### src/rtl/flp_rx.sv
// Fast Link Pulse receiver: recovers clock/data pulses from their timing and
// assembles the 16-bit link code word (bit 0 first), flagging complete words,
// aborted bursts and isolated normal link pulses.
//
// state   | meaning
// --------+------------------------------------------------------------
// S_IDLE  | counting quiet cycles since the last edge; edges are ignored
// S_ARMED | quiet gap satisfied; next edge is clock pulse 0
// S_DATA  | after a clock pulse, waiting for an optional data pulse
// S_CLOCK | bit committed, waiting for the next clock pulse or timeout
module flp_rx #(
  parameter int unsigned DATA_MIN = 1000,
  parameter int unsigned DATA_MAX = 1500,
  parameter int unsigned CLK_MIN  = 2200,
  parameter int unsigned CLK_MAX  = 2800,
  parameter int unsigned IDLE_GAP = 20000,
  parameter int unsigned CNT_W    = 16
) (
  input  logic        clk,
  input  logic        rst_n,
  input  logic        Rx,
  output logic [15:0] flp_data,
  output logic        go,
  output logic        flp_err,
  output logic        nlp
);

  typedef enum logic [1:0] {
    S_IDLE,
    S_ARMED,
    S_DATA,
    S_CLOCK
  } state_t;

  localparam logic [CNT_W-1:0] DATA_MIN_C = CNT_W'(DATA_MIN);
  localparam logic [CNT_W-1:0] DATA_MAX_C = CNT_W'(DATA_MAX);
  localparam logic [CNT_W-1:0] CLK_MIN_C  = CNT_W'(CLK_MIN);
  localparam logic [CNT_W-1:0] CLK_MAX_C  = CNT_W'(CLK_MAX);
  localparam logic [CNT_W-1:0] IDLE_GAP_C = CNT_W'(IDLE_GAP);
  localparam logic [4:0]       BITS_C     = 5'd16;

  logic             rx_meta;
  logic             rx_sync;
  logic             rx_prev;
  logic             rx_edge;

  state_t           state;
  state_t           state_nxt;
  logic [CNT_W-1:0] cnt;
  logic             cnt_clr;
  logic [4:0]       idx;
  logic [4:0]       idx_nxt;
  logic             data_seen;
  logic             data_seen_nxt;
  logic [15:0]      shift;
  logic [15:0]      shift_nxt;
  logic             go_nxt;
  logic             err_nxt;
  logic             nlp_nxt;

  // Two-flop synchronizer plus a delay flop for rising-edge detection.
  always_ff @(posedge clk or negedge rst_n) begin
    if (!rst_n) begin
      rx_meta <= 1'b0;
      rx_sync <= 1'b0;
      rx_prev <= 1'b0;
    end else begin
      rx_meta <= Rx;
      rx_sync <= rx_meta;
      rx_prev <= rx_sync;
    end
  end

  assign rx_edge = rx_sync & ~rx_prev;

  // Interval counter: cleared on request, otherwise counts up and sticks at all-ones.
  always_ff @(posedge clk or negedge rst_n) begin
    if (!rst_n) begin
      cnt <= '0;
    end else if (cnt_clr) begin
      cnt <= '0;
    end else if (cnt != '1) begin
      cnt <= cnt + 1'b1;
    end
  end

  // FSM and word-assembly registers.
  always_ff @(posedge clk or negedge rst_n) begin
    if (!rst_n) begin
      state     <= S_IDLE;
      idx       <= '0;
      data_seen <= 1'b0;
      shift     <= '0;
    end else begin
      state     <= state_nxt;
      idx       <= idx_nxt;
      data_seen <= data_seen_nxt;
      shift     <= shift_nxt;
    end
  end

  // Next-state decode. Every exit to IDLE clears cnt so the quiet count
  // starts fresh; an edge in DATA/CLOCK takes priority over the window-end
  // action of the same cycle.
  always_comb begin
    state_nxt     = state;
    cnt_clr       = 1'b0;
    idx_nxt       = idx;
    data_seen_nxt = data_seen;
    shift_nxt     = shift;
    go_nxt        = 1'b0;
    err_nxt       = 1'b0;
    nlp_nxt       = 1'b0;

    case (state)
      S_IDLE: begin
        if (rx_edge) begin
          cnt_clr = 1'b1;
        end else if (cnt >= IDLE_GAP_C) begin
          state_nxt = S_ARMED;
        end
      end

      S_ARMED: begin
        if (rx_edge) begin
          state_nxt     = S_DATA;
          cnt_clr       = 1'b1;
          idx_nxt       = '0;
          data_seen_nxt = 1'b0;
          shift_nxt     = '0;
        end
      end

      S_DATA: begin
        if (rx_edge && ((cnt < DATA_MIN_C) || data_seen)) begin
          // Early pulse or a second pulse inside the data window.
          err_nxt   = 1'b1;
          state_nxt = S_IDLE;
          cnt_clr   = 1'b1;
        end else if (cnt >= DATA_MAX_C) begin
          shift_nxt[idx[3:0]] = data_seen | rx_edge;
          data_seen_nxt       = 1'b0;
          idx_nxt             = idx + 5'd1;
          state_nxt           = S_CLOCK;
        end else if (rx_edge) begin
          data_seen_nxt = 1'b1;
        end
      end

      S_CLOCK: begin
        if (rx_edge) begin
          cnt_clr = 1'b1;
          if (cnt < CLK_MIN_C) begin
            err_nxt   = 1'b1;
            state_nxt = S_IDLE;
          end else if (idx == BITS_C) begin
            // Trailing clock pulse after a full word: deliver and drop it.
            go_nxt    = 1'b1;
            state_nxt = S_IDLE;
          end else begin
            state_nxt = S_DATA;
          end
        end else if (cnt >= CLK_MAX_C) begin
          cnt_clr   = 1'b1;
          state_nxt = S_IDLE;
          if (idx == BITS_C) begin
            go_nxt = 1'b1;
          end else if ((idx == 5'd1) && !shift[0]) begin
            nlp_nxt = 1'b1;
          end else begin
            err_nxt = 1'b1;
          end
        end
      end

      default: begin
        state_nxt = S_IDLE;
        cnt_clr   = 1'b1;
      end
    endcase
  end

  // Registered strobes; the delivered word only changes alongside go.
  always_ff @(posedge clk or negedge rst_n) begin
    if (!rst_n) begin
      flp_data <= '0;
      go       <= 1'b0;
      flp_err  <= 1'b0;
      nlp      <= 1'b0;
    end else begin
      go      <= go_nxt;
      flp_err <= err_nxt;
      nlp     <= nlp_nxt;
      if (go_nxt) begin
        flp_data <= shift;
      end
    end
  end

endmodule

### config.mk
export PLATFORM = sky130hd
export DESIGN_NAME = flp_rx
export DESIGN_NICKNAME = d
export VERILOG_FILES = /design/src/rtl/flp_rx.sv
export SDC_FILE = /design/constraint.sdc
export NUM_CORES = 1
export LEC_CHECK = 0
export ABC_AREA = 1
export CAP_MARGIN = 20
export CORE_MARGIN = 4
export CORE_UTILIZATION = 45
export CTS_BUF_LIST = sky130_fd_sc_hd__clkbuf_16
export DETAILED_ROUTE_END_ITERATION = 8
export PLACE_DENSITY_LB_ADDON = 0.12
export SETUP_SLACK_MARGIN = 0.15
export SLEW_MARGIN = 5
export SYNTH_ARGS = -nofsm -noshare
export SYNTH_HDL_FRONTEND = slang
export SYNTH_SLANG_ARGS = --single-unit
### constraint.sdc
create_clock -name clk -period 1.7 [get_ports clk]
set_input_delay 0.34 -clock clk [delete_from_list [all_inputs] [get_ports clk]]
set_output_delay 0.34 -clock clk [all_outputs]
set_load 0.05 [all_outputs]
==> run metrics <==
PortBufs=21; synth warn=0; Setup-failing EPs final=0; 1st-iter DRT viols=257; startpoint types=register; VDD IR max=0.000436 V; initial cell density of the core=46.9%; Hold Vio Cnt, Final=0; Critical Path AT=around 1.9 ns; Tmin final=1.66 ns; number of synthesized flops with an enable pin=0; slowest stage delay, CP=0.39 ns; hpwl dp=6220 um; DRC Markers=0; synthesis-to-finish area growth=32.0%; Clk pin slew, worst setup/hold paths=0.05 ns; core box area=0.00785 mm^2; top cells by area, synth=dfrtp_1 42%, nand2_1 17%, inv_1 4.6%; Worst setup EP type=register; CTS HTree Levels=3; Slew Limit Fails=0; routed vias=3401; syn_nets=496; Slew HR=61.7%; Slew @ Worst Pin=0.574 ns; Synth async-reset ratio=100%; Power Total=3.63 mW; CTS tree=built; All-Layer GR Usage=19.4%; Clk Latency, worst-skew pair=0.33 ns; die width=98.4 um; Die ar.=0.00968 mm^2; RSZ-0062 raised after global routing=true; fmax=around 0.6 GHz; fin crit share=97.6%; first-pass GRT wire length=15300 um; CTS max path bufs=2; Mapped Area=0.00368 mm^2; CP Cell Sequence=nor2_2, nand2_2, nor2_2, nand2_2, nand2_4, nand2_2, nand2_2, nand2_4, inv_6, buf_12, o21ai_4; Congestion Overflow GR=0; mean area per synthesized cell=7.55 um^2; vias in the first global route=3034; Syn Inst Count=487; clock sinks=62; share of layout cells above drive strength 1=between 30 and 40%; Worst Path Max Fanout=5; count leader, synth=nand2_1; outcome=finished clean; worst endpoint required time=1.91 ns; remaining antenna violation count after routing=0; Seq cells post-synth=62; via density per instance=5.16; total CTS buffers=9; area leader, netlist=dfrtp_1; nets=561; drt wl/cell=14.3 um; cell area after layout=about 0.0049 mm^2; WS Path Type=reg -> reg; leakage power=2.39 nW; slowest cell on the critical path=dfrtp_1; Pwr Density=747 mW/mm^2; Synth top area share=42.2%; routability-driven placement congestion ratio=around 0.84; top post-synthesis cells by count=162 x nand2_1, 62 x dfrtp_1, 45 x inv_1, 45 x nor2_1, 24 x nand3_1; number of max-cap violations=0; antenna cell count=0; largest net degree at the start of global routing=63; FP Rows=32; synth unique cells=33; io pins=22; # hold bufs at CTS=0; Clock Skews=0.00699 ns; Die Y=around 98 um; Root Buffer=clkbuf_16; drt pass-1 iters=4; most common flop cell mapped by yosys=dfrtp_1; crit-path most repeated cell=nand2_2; sequential cell area fraction in the yosys report=~42%; initial antenna violation count=0; placement-stage cell area=a little over 0.004 mm^2; final wirelength=9450 um; worst hold path class=in -> async
-- worst max-delay path: cells and delay by family, from the launching register on --
kind,cells,cell delay (ns)
AOI/OAI and AO/OA,1,0.05
and+or+nand+nor,8,0.87
buffers and inverters,2,0.24
DFF,1,0.39
-- cell type report --
| cell class | count | area, um^2 |
|---|---|---|
| fillers | 718 | 2990 |
| multi-input cells | 359 | 2020 |
| flip-flops and latches | 62 | 1560 |
| repair buffers | 69 | 639 |
| clock buffers | 9 | 225 |
| inverters | 51 | 209 |
| well taps | 102 | 128 |
| clock inverters | 7 | 73.8 |
-- timing repair --
| action | in CTS | in global routing |
|---|---|---|
| setup endpoints to repair | 59 | 58 |
| buffers inserted | 4 | 8 |
| resized for setup | 25 | 46 |
| pin swaps | 3 | 18 |
| gates cloned | 0 | 5 |
| endpoints found under the hold margin | 0 | 0 |
-- cells by family after synthesis --
family / after synthesis / synth area share, %
xor+xnor: 7 / 1.67
compound gates: 31 / 4.36
flops: 62 / 42.2
fa+ha+maj: 6 / 2.04
mux: 1 / 0.272
buf+inv: 67 / 8.30
simple gates: 313 / 41.2
-- metal layers --
| metal | vias to the layer above | share of wire [%] | track usage [%] |
|---|---|---|---|
| li1 | 1698 | - | - |
| met1 | 1579 | 49 | 31.1 |
| met2 | 116 | 44 | 26.3 |
| met3 | 8 | 6.5 | 3.57 |
| met4 | 0 | 0.98 | 5.57 |
| met5 | - | 0 | 0 |
-- worst paths after layout --
path / end / slack, ns / cells past startpoint / startpoint
worst max-delay path: cnt[13] / 0.04 / 11 / cnt[14]
worst min-delay path: cnt[12] / 0.005 / 2 / rst_n
worst max register to register: cnt[13] / 0.04 / 11 / cnt[14]
worst min register to register: rx_sync / 0.35 / 0 / rx_meta
max in group asynchronous: cnt[3] / 1.37 / 2 / rst_n
min in group clk: rx_sync / 0.35 / 0 / rx_meta
-- state kept, by name (all words and copies together) (netlist names), 2 cells and up --
signal and count:
shift 16, state 2, flp_data 16, cnt 16, idx 5
-- placed cells by master (no fill, tap or decap), types with 4 or more instances in the layout --
cell type | netlist | layout
nand2_1 | 162 | 152
dfrtp_1 | 62 | 59
buf_4 | 0 | 56
nor2_1 | 45 | 38
inv_1 | 45 | 36
nand4_1 | 20 | 20
nand3_1 | 24 | 19
nor3_1 | 18 | 17
nand2_2 | 9 | 16
nor2_2 | 9 | 13
nand3_2 | 10 | 13
clkbuf_16 | 0 | 12
o21ai_0 | 21 | 11
inv_2 | 5 | 10
o21ai_1 | 2 | 9
nor2_4 | 4 | 7
nand2_4 | 3 | 6
a21oi_1 | 6 | 6
xor2_1 | 6 | 6
nand3_4 | 2 | 4
buf_12 | 1 | 4
-- metrics by stage --
stage | setup TNS [ns] | hold slack [ns] | worst slack (ns) | cells | util, %
floorplan | 0 | 0.0444 | 0.174 | 487 | -
global placement | 0 | 0.336 | 0.0445 | 626 | 52.8
detailed placement | -0.0118 | 0.341 | -0.0108 | 626 | 52.8
CTS | 0 | 0.0413 | 0.0749 | 646 | 57.9
global route | -1.15 | 0.0534 | -0.0542 | 659 | 61.9
finish | 0 | 0.00494 | 0.0401 | 659 | 61.9
-- report_power, final --
group / internal, mW / leakage, nW / total, mW / switching [mW]
sequential: 1.51 / 0.850 / 1.57 / 0.0508
clock: 1.14 / 0.147 / 1.83 / 0.695
combinational: 0.0947 / 1.39 / 0.228 / 0.133
total: 2.75 / 2.39 / 3.63 / 0.879
(Power assumes the default switching activity.)
==> RTL edit: new RTL, same flow settings <==
`CNT_W`: 16 -> 24.
--- a/src/rtl/flp_rx.sv
+++ b/src/rtl/flp_rx.sv
@@ -14,7 +14,7 @@
   parameter int unsigned CLK_MIN  = 2200,
   parameter int unsigned CLK_MAX  = 2800,
   parameter int unsigned IDLE_GAP = 20000,
-  parameter int unsigned CNT_W    = 16
+  parameter int unsigned CNT_W    = 24
 ) (
   input  logic        clk,
   input  logic        rst_n,
Behaviour: no difference found for any inputs over 10 cycles, from zero or initial values and one cycle with rst_n low; that may be too few to reach the edited logic, so the function may still have changed.
==> RTL edit against the original RTL <==
  * The run now ends with setup timing left
  * Area after synthesis grew 13%
  * Maximum frequency shrank 5.2%
  * Worst setup slack lost 91 ps
  * Critical path depth is the same
  * Cell area grew 23%
  * Core utilization grew 5.7 points
  * Clock power grew 12%
  * Total power grew 15%
  * Sequential cell count grew 8
  * Combinational power grew 58%
  * Wire length grew 23%
  * Critical path type unchanged
  * Critical endpoint is now shift[3]$_DFFE_PN0P_
  * Largest cell class unchanged
  * Highest routed layer unchanged
==> RTL edit: results (changes against the original RTL) <==
- 682 — number of nets in the final layout, +22%
- 62 — largest net degree at the start of global routing, -1.6%
- 16 — postcts setup bufs, +12
- 1980 ps — Worst EP arrival, +110 ps
- 4.950% — complex-gate fraction of the synthesized area, +0.60 points
- 2.897 nW — cell leakage power, +21%
- 5 — Detailed Routing Iterations Pass 1, +1
- 297 — detailed router's first-iteration violation count, +16%
- 0.004157 W — Power Total, +15%
- 631 um — Met3 Routed Length, +2.9%
- 34 — count of different cell masters after synthesis, +3.0%
- 699 — fill cell count, -2.6%
- sky130_fd_sc_hd__nand2_1 (141), sky130_fd_sc_hd__nor2_1 (79), sky130_fd_sc_hd__dfrtp_1 (70) — commonest cells in the synthesized netlist
- -51.02 ps — post-route worst setup slack, -91.08 ps
- 48 — count of endpoints failing setup in the final report, +48
- 7.882 ps — Post-Route Skew, +0.8887 ps
- 370 ps — crit-path max cell delay, -20 ps
- 32.20% — global-route met1 utilization, +1.1 points
- setup timing — failing checks
- 7694 um — DP Wirelength, +24%
- 21.56% — GRT Util Overall, +2.1 points
- cnt: 24 flops, flp_data: 16 flops, shift: 16 flops — registers with the highest flip-flop counts
- 14.84 um — average detailed-routed wire length per instance, +3.5%
- 3899 — vias in the first global route, +29%
- 3.786% — met3 routing resource usage after global routing, +0.22 points
- 573 — number of nets in the synthesized netlist, +16%
- 0 — number of warnings reported in the yosys synthesis log, unchanged
- 31.60% — Global Route met2 Usage, +5.3 points
- 0.5078 mV — worst IR drop on VDD, +16%
- 73.38% — worst rel slew slack, +12 points
- 0.000360 W — Comb group, +58%
- 19200 um — wire length of the first global-routing pass, +25%
- cnt[21]$_DFFE_PN0P_ — origin of the critical flop-to-flop path
- 0% — multiplexer fraction of the synthesized cell area, -0.27 points
- 0.00175 W — sequential power, +11%
- 4148 — total number of vias, +22%
- 11 — Worst R2R Path Depth, unchanged
- complete, but fails checks — status
- 0.9357 — Routability Congestion, +11%
- 40.27% — fraction of final layout cells sized beyond drive strength 1, +9.2 points
- 1 — hold buffers post-CTS, +1
- 1.800% — adder-cell area share of the yosys netlist, -0.24 points
- 1.890% — post-synthesis xor/xnor area fraction, +0.22 points
- -1136 ps — setup total negative slack, -1136 ps
- 0.004878 mm^2 — placed instance area, +18%
- 23.80% — switching power as a share of total power, -0.43 points
## RTL edit: metrics by stage
stage	cells	util (%)	setup slack (ps)
after floorplan	564	-	142.5
after global placement	741	55.13	-47.84
after detailed placement	741	55.13	-77.53
after CTS	776	63.67	-26.16
after global routing	786	67.56	-186.0
final	786	67.56	-51.02
## RTL edit: area by class of cell
type / count / share of cell area, %
clock buffer: 9 / 3.767
multi-input combinational: 407 / 41.75
sequential: 70 / 29.34
inverter: 70 / 4.437
clock inverter: 7 / 1.653
tap: 108 / 2.260
timing repair buffer: 115 / 16.79
## RTL edit: final timing paths
check	endpoint	slack, ps
setup reg to reg	shift[3]$_DFFE_PN0P_	-50
min in group asynchronous	cnt[1]$_DFFE_PN0P_	420
setup / recovery	shift[3]$_DFFE_PN0P_	-50
max in group asynchronous	flp_err$_DFF_PN0_	680
hold reg to reg	rx_sync$_DFF_PN0_	360
hold / removal	rx_sync$_DFF_PN0_	360
